==> src/rtl/if_fetch_unit.sv <==
`default_nettype none
// ============================================================================
//  Module   : if_fetch_unit
//  Purpose  : Instruction-fetch stage feeding the IF/ID pipeline register.
//             Owns the PC/nPC pair with delay-slot semantics. Fetches one
//             word at a time from instruction memory over a req/ack
//             handshake. Presents a NOP whenever no fetched word is ready.
//             Holds on the hazard-unit load enable and applies branch/jump
//             redirects from ID, remembering a redirect that arrives while
//             the stage cannot advance.
//  Revision : 1.0  initial release
// ----------------------------------------------------------------------------
//  Parameters
//    RESET_PC        PC loaded on reset (nPC loads RESET_PC+4)
//    NOP_WORD        word presented when no valid fetch is available
//  Ports
//    clk             in   1   rising-edge clock
//    reset           in   1   synchronous, active-high
//    LE              in   1   advance enable (1 = consume presented word)
//    branch_taken    in   1   branch/jump in ID is taken
//    ID_TA           in  32   branch/jump target (low two bits ignored)
//    imem_req        out  1   fetch request
//    imem_addr       out 32   fetch address (always PC)
//    imem_ack        in   1   read data valid (only honoured while requesting)
//    imem_rdata      in  32   fetched instruction word
//    instruction_out out 32   word to IF/ID instruction_in
//    pc_out          out 32   PC of instruction_out, to IF/ID PC
//    fetch_valid     out  1   instruction_out is a real fetched word
// ============================================================================
module if_fetch_unit #(
  parameter logic [31:0] RESET_PC = 32'h0000_0000,
  parameter logic [31:0] NOP_WORD = 32'h0000_0000
) (
  input  logic        clk,
  input  logic        reset,
  input  logic        LE,
  input  logic        branch_taken,
  input  logic [31:0] ID_TA,
  output logic        imem_req,
  output logic [31:0] imem_addr,
  input  logic        imem_ack,
  input  logic [31:0] imem_rdata,
  output logic [31:0] instruction_out,
  output logic [31:0] pc_out,
  output logic        fetch_valid
);

  localparam logic [31:0] c_WORD_STEP  = 32'd4;
  localparam logic [31:0] c_ALIGN_MASK = 32'hFFFF_FFFC;

  typedef enum logic [1:0] {
    S_REQ   = 2'd0,   // first cycle of a fetch request
    S_WAIT  = 2'd1,   // request outstanding, address held stable
    S_READY = 2'd2    // fetched word held in r_ibuf, presented to IF/ID
  } state_t;

  state_t      r_state;
  logic [31:0] r_pc;
  logic [31:0] r_npc;
  logic [31:0] r_ibuf;
  logic        r_pend;
  logic [31:0] r_pend_ta;

  logic        w_advance;
  logic [31:0] w_ta_aligned;
  logic [31:0] w_next;

  assign w_advance    = (r_state == S_READY) && LE;
  assign w_ta_aligned = ID_TA & c_ALIGN_MASK;

  // A live redirect wins over a remembered one; otherwise sequential flow.
  // The 32-bit add wraps 0xFFFF_FFFC to 0 naturally.
  assign w_next = branch_taken ? w_ta_aligned :
                  r_pend       ? r_pend_ta    :
                                 (r_npc + c_WORD_STEP);

  always_ff @(posedge clk) begin
    if (reset) begin
      r_state   <= S_REQ;
      r_pc      <= RESET_PC;
      r_npc     <= RESET_PC + c_WORD_STEP;
      r_ibuf    <= 32'h0000_0000;
      r_pend    <= 1'b0;
      r_pend_ta <= 32'h0000_0000;
    end else begin
      case (r_state)
        S_REQ, S_WAIT: begin
          if (imem_ack) begin
            r_ibuf  <= imem_rdata;
            r_state <= S_READY;
          end else begin
            r_state <= S_WAIT;
          end
        end
        S_READY: begin
          // LE low holds everything, and acks are ignored here since no
          // request is outstanding.
          if (LE) begin
            r_pc    <= r_npc;
            r_npc   <= w_next;
            r_state <= S_REQ;
          end
        end
        default: r_state <= S_REQ;
      endcase

      // The advance consumes any remembered redirect (a coincident live
      // redirect has already been folded into w_next). Without an advance,
      // a newer redirect simply replaces an older one.
      if (w_advance) begin
        r_pend <= 1'b0;
      end else if (branch_taken) begin
        r_pend    <= 1'b1;
        r_pend_ta <= w_ta_aligned;
      end
    end
  end

  // Outputs decode registered state only.
  assign imem_req        = (r_state != S_READY);
  assign imem_addr       = r_pc;
  assign pc_out          = r_pc;
  assign fetch_valid     = (r_state == S_READY);
  assign instruction_out = (r_state == S_READY) ? r_ibuf : NOP_WORD;

endmodule
`default_nettype wire

==> config.mk <==
export PLATFORM = sky130hd
export DESIGN_NAME = if_fetch_unit
export DESIGN_NICKNAME = d
export VERILOG_FILES = /design/src/rtl/if_fetch_unit.sv
export SDC_FILE = /design/constraint.sdc
export NUM_CORES = 1
export LEC_CHECK = 0
export ABC_AREA = 1
export CAP_MARGIN = 0
export CORE_UTILIZATION = 44
export CTS_BUF_LIST = sky130_fd_sc_hd__clkbuf_4 sky130_fd_sc_hd__clkbuf_8 sky130_fd_sc_hd__clkbuf_16
export CTS_CLUSTER_SIZE = 24
export DETAILED_ROUTE_END_ITERATION = 8
export PLACE_DENSITY = 0.85
export SLEW_MARGIN = 40
export SYNTH_ARGS = -nofsm -noshare
export SYNTH_HDL_FRONTEND = slang
export SYNTH_SLANG_ARGS = --single-unit
==> constraint.sdc <==
create_clock -name clk -period 1.43 [get_ports clk]
set_input_delay 0.143 -clock clk [delete_from_list [all_inputs] [get_ports clk]]
set_output_delay 0.143 -clock clk [all_outputs]
set_load 0.02 [all_outputs]
# Word-level counts from Yosys, hierarchy flattened
# Index checks and enable logic that the tools add are counted.
[word_totals] reg_bits=129 out_inout_bits=98
[classes] eq_ne=4 add_sub_neg=1 reduce_logical=7 bitwise=1 n_mux=6
[ops] operator="two-way mux 32 bit" n=3
[ops] operator="adder 32 x 3 -> 32 bit (second input constant)" n=1
[ops] operator="AND reduction 2 bit" n=3
[ops] operator="two-way mux 2 bit" n=2
[ops] operator="inequality test 2 bit (second input constant)" n=2
[ops] operator="one-hot mux 2 bit (2 select lines)" n=1
[ops] operator="OR reduction 2 bit" n=2
[ops] operator="== test 2 x 1 -> 1 bit (second input constant)" n=1
[ops] operator="== test 2 bit (second input constant)" n=1
[ops] operator="logical NOT 2 bit" n=1
[ops] operator="logical AND 1 bit" n=1
[ops] operator="NOT 1 bit" n=1

# Depth between registers and ports, before layout
[logic_depth] word_depth=4 mapped_depth=11

# Least setup slack after synthesis
# Ideal clock, no wire load.
[synth_timing] path_type="flip-flop to flip-flop" start="register r_npc[3]" end="register r_npc[20]" required_time_ns=1.316 t_arrival_ns=1.307 stages_incl_launch_ff=11 setup_time_ns=0.114 path_slack_ns=0.009 cell_sequence="dfxtp_1 > ha_1 > nand2_2 > nor2_4 > nand2_4 > nor2_4 > nand3_1 > nand3_1 > nand2_1 > nand2_1 > o21ai_2"
[synth_via] elab_chain_cells=3
[synth_rtl] element="start: declaration" line_no="59" text="logic [31:0] r_npc;"
[synth_rtl] element="start signal: assignment" line_no="81" text="r_npc <= RESET_PC + c_WORD_STEP;"
[synth_rtl] element="start signal: assignment" line_no="100" text="r_npc <= w_next;"
[synth_rtl] element="adder 32 x 3 -> 32 bit" line_no="75" text="(r_npc + c_WORD_STEP);"
[synth_rtl] element="two-way mux 32 bit" line_no="74" text="r_pend ? r_pend_ta :"
[synth_rtl] element="two-way mux 32 bit" line_no="73" text="assign w_next = branch_taken ? w_ta_aligned :"
# No other way between the ends.
# A chain may end at the register's enable or synchronous reset.

# Final worst setup path
[layout_timing] start="register r_state[1]" end="register r_npc[3]"
[layout_via] elab_chain_cells=2
[layout_rtl] element="start: declaration" line_no="57" text="state_t r_state;"
[layout_rtl] element="start signal: assignment" line_no="79" text="r_state <= S_REQ;"
[layout_rtl] element="start signal: assignment" line_no="90" text="r_state <= S_READY;"
[layout_rtl] element="start signal: assignment" line_no="92" text="r_state <= S_WAIT;"
[layout_rtl] element="== test 2 bit" line_no="86" text="case (r_state)"
[layout_rtl] element="AND reduction 2 bit (no line)"
# No other way between the ends.

==> run_results.csv <==
group,metric,value,unit
synthesis,synth.avg_cell_area,6.80,um2
synthesis,synth_top_flop_cell,"dfxtp_1",
clock_tree,cts-root-buf,"clkbuf_16",
cells_and_area,instances_no_fill,1268,
detailed_routing,avgRoutedWirePerCell,17.3,um
power,pwr_density_cell,1060,mW/mm2
cells_and_area,final_common_cell,"nand2_1",
cells_and_area,mostFrequentLayoutCells,"nand2_1, dfxtp_1, a21oi_1, o21ai_0, clkdlybuf4s50_1",
cells_and_area,area_delta_synth_final,50.7,%
timing,rsz0062_at_grt,"yes",
synthesis,synth_top_area_share,40.7,%
die,io_pins,167,
clock_tree,cts_sinks,125,
setup_path,rr_startpoint,"r_state[1]",
detailed_routing,dr.pass1.iters,5,
die,die_h,120,um
outcome,status,"finished, violations left",
synthesis,synth_edf_count,0,
grt,grt_max_degree,50,
setup_path,reg2regPathDepth,9,
die,rows,42,
synthesis,ys_ff_latch,125,
setup_path,crit_arrival,1.96,ns
clock_tree,cts_tree,"yes",
setup_path,worst-setup-path-type,"reg2reg",
clock_tree,clk_latency,0.43,ns
synthesis,synthDistinctLibCells,35,
cells_and_area,antenna_cells,0,
worst_hold_path,min_to,"r_pend_ta[26]",
timing,finalHoldViolCount,0,
detailed_routing,drt_iter0_markers,663,
outcome,violations,"negative setup slack",
timing,setup_tns,-15.08,ns
grt,antenna_found_initial,0,
timing,setup_ws,-0.235,ns
cells_and_area,fill_cells,1009,
grt,grt_first_pass_wirelength,30500,um
synthesis,syn_area,0.00615,mm2
timing,drv_slew,0,
grt,grt_overflow_total,0,
detailed_routing,ant_nets,0,
power,ir_worst_vdd,746,uV
synthesis,yosysWarnings,0,
detailed_routing,via_per_inst,5.54,
worst_hold_path,hold_start,"ID_TA[26]",
setup_path,cp-start-kind,"register",
clock_tree,cts_made_buffers,17,
die,core_region_area,0.0135,mm2
die,dieArea,0.0145,mm2
worst_hold_path,hold_class,"in2reg",
clock_tree,postCtsHoldBufs,0,
placed_design,hpwlAfterDp,12200,um
power,p_leak,3.99,nW
timing,skew,0.0128,ns
clock_tree,clk_pin_slew,0.06,ns
cells_and_area,drive_above_1_share,24.8,%
clock_tree,clock_path_buffers,2,
synthesis,synth_area_leaders,"dfxtp_1, nand2_1, a21oi_1",
setup_path,crit_path_max_fanout,8,
flow_run,drv_cap,0,
synthesis,syn_inst,904,
placed_design,portBuffers,160,
synthesis,yosysSeqAreaShare,40.7,%
detailed_routing,finalWirelength,21900,um
timing,period_share,116,%
setup_path,cp-end-kind,"register",
placed_design,gp_congestion,0.902,
detailed_routing,drc_errors,0,
setup_path,timing.rr.end,"r_npc[3]",
detailed_routing,vias,7021,
synthesis,yosysTopAreaCell,"dfxtp_1",
timing,setup_viol,125,
timing,post-route-min-period,1.67,ns
setup_path,r2r_setup_slack,-0.24,ns
setup_path,worstPathRequired,1.72,ns
grt,grt_pass1_vias,6287,
placed_design,dp_cells,1213,
die,initial_core_util,45.7,%
timing,maxClockFrequency,600,MHz
cells_and_area,finalNetCount,1149,
synthesis,ys_async_sr_fraction,0,%
worst_hold_path,hold_depth,3,
clock_tree,h-tree-depth,4,
grt,grtUsageTotal,26.9,%
die,die_w,120,um
[layer usage]
layer / GRT usage, % / vias up / part of all wire [%]
li1: - / 3206 / -
met1: 30.8 / 3233 / 37
met2: 45.0 / 447 / 48
met3: 7.22 / 135 / 9.0
met4: 15.3 / 0 / 6.5
met5: 0 / - / 0
[critical path, stage by stage, from the launching register on]
cell and delay [ns]:
dfxtp_2 0.35, inv_2 0.06, nor2_4 0.10, inv_2 0.08, buf_4 0.15, nor2_4 0.12
inv_4 0.09, buf_6 0.16, a21oi_1 0.25, a21oi_1 0.15
[cells by family after synthesis]
| kind of cell | synth area share [%] |
|---|---|
| adder cells (fa/ha/maj) | 0.203 |
| buffers and inverters | 12.9 |
| flip-flops | 40.7 |
| AO/OA/AOI/OAI | 18.4 |
| other | 0.0610 |
| XOR/XNOR | 1.26 |
| AND/OR/NAND/NOR | 26.4 |
[timing repair]
item	CTS	global route
gates cloned	3	2
resized for setup	301	120
pin swaps	16	35
buffers inserted	9	10
endpoints found under the hold margin	0	0
endpoints found under the setup margin	165	125
[synth_stat cells (2+ instances only)]
| master | instances |
|---|---|
| clkinv_1 | 2 |
| buf_6 | 4 |
| inv_2 | 6 |
| o211ai_1 | 4 |
| o2111ai_1 | 2 |
| clkbuf_1 | 24 |
| o21ai_0 | 86 |
| nand3_1 | 32 |
| and2_1 | 2 |
| dfxtp_1 | 125 |
| nor2_4 | 7 |
| nor2_1 | 103 |
| xor2_1 | 7 |
| inv_1 | 60 |
| buf_4 | 36 |
| nand2_1 | 237 |
| a21oi_1 | 105 |
| clkbuf_8 | 2 |
| nand2_2 | 5 |
| o21ai_1 | 21 |
| buf_2 | 17 |
| nor2_2 | 4 |
[through the flow]
stage | setup slack, ns | util (%) | hold slack (ns) | cell area [um2] | total power [mW]
floorplan | 0.00893 | - | 0.220 | 6160 | 4.50
global placement | -0.190 | 58.9 | 0.426 | 7930 | 4.98
detailed placement | -0.275 | 58.9 | 0.431 | 7930 | 5.01
CTS | -0.0858 | 65.4 | 0.293 | 8800 | 9.67
global route | -0.254 | 68.9 | 0.318 | 9270 | 10.1
finish | -0.235 | 68.9 | 0.289 | 9270 | 9.85
[where the power goes]
group / total, mW / internal, mW / switching, mW / leakage (nW)
logic: 1.42 / 0.612 / 0.811 / 2.66
registers: 3.78 / 3.66 / 0.113 / 1.03
clock network: 4.65 / 2.96 / 1.69 / 0.297
[how the worst max path moves through the flow]
stage,from,to,slack [ns],cells after the start
CTS,r_state[1],instruction_out[0],-0.09,6
floorplan,r_npc[3],r_npc[20],0.009,10
finish,r_state[1],r_npc[3],-0.24,9
global route,r_state[1],instruction_out[11],-0.25,6
global placement,branch_taken,r_pend_ta[23],-0.19,5
detailed placement,branch_taken,r_pend_ta[4],-0.28,5
[registers in the layout, indices dropped and copies added, names as in the netlist]
register / flops
imem_addr: 30
r_ibuf: 32
r_pend_ta: 30
r_npc: 30
r_state: 2
r_pend: 1
[layout make-up]
cell class	instances	area, um2	area share, %
Multi-Input combinational cell	628	3240	35.0
Sequential cell	125	2540	27.4
Timing Repair Buffer	239	2360	25.5
Clock buffer	19	440	4.75
Inverter	68	282	3.04
Tap cell	176	220	2.38
Clock inverter	13	190	2.05
(Power assumes the default switching activity.)
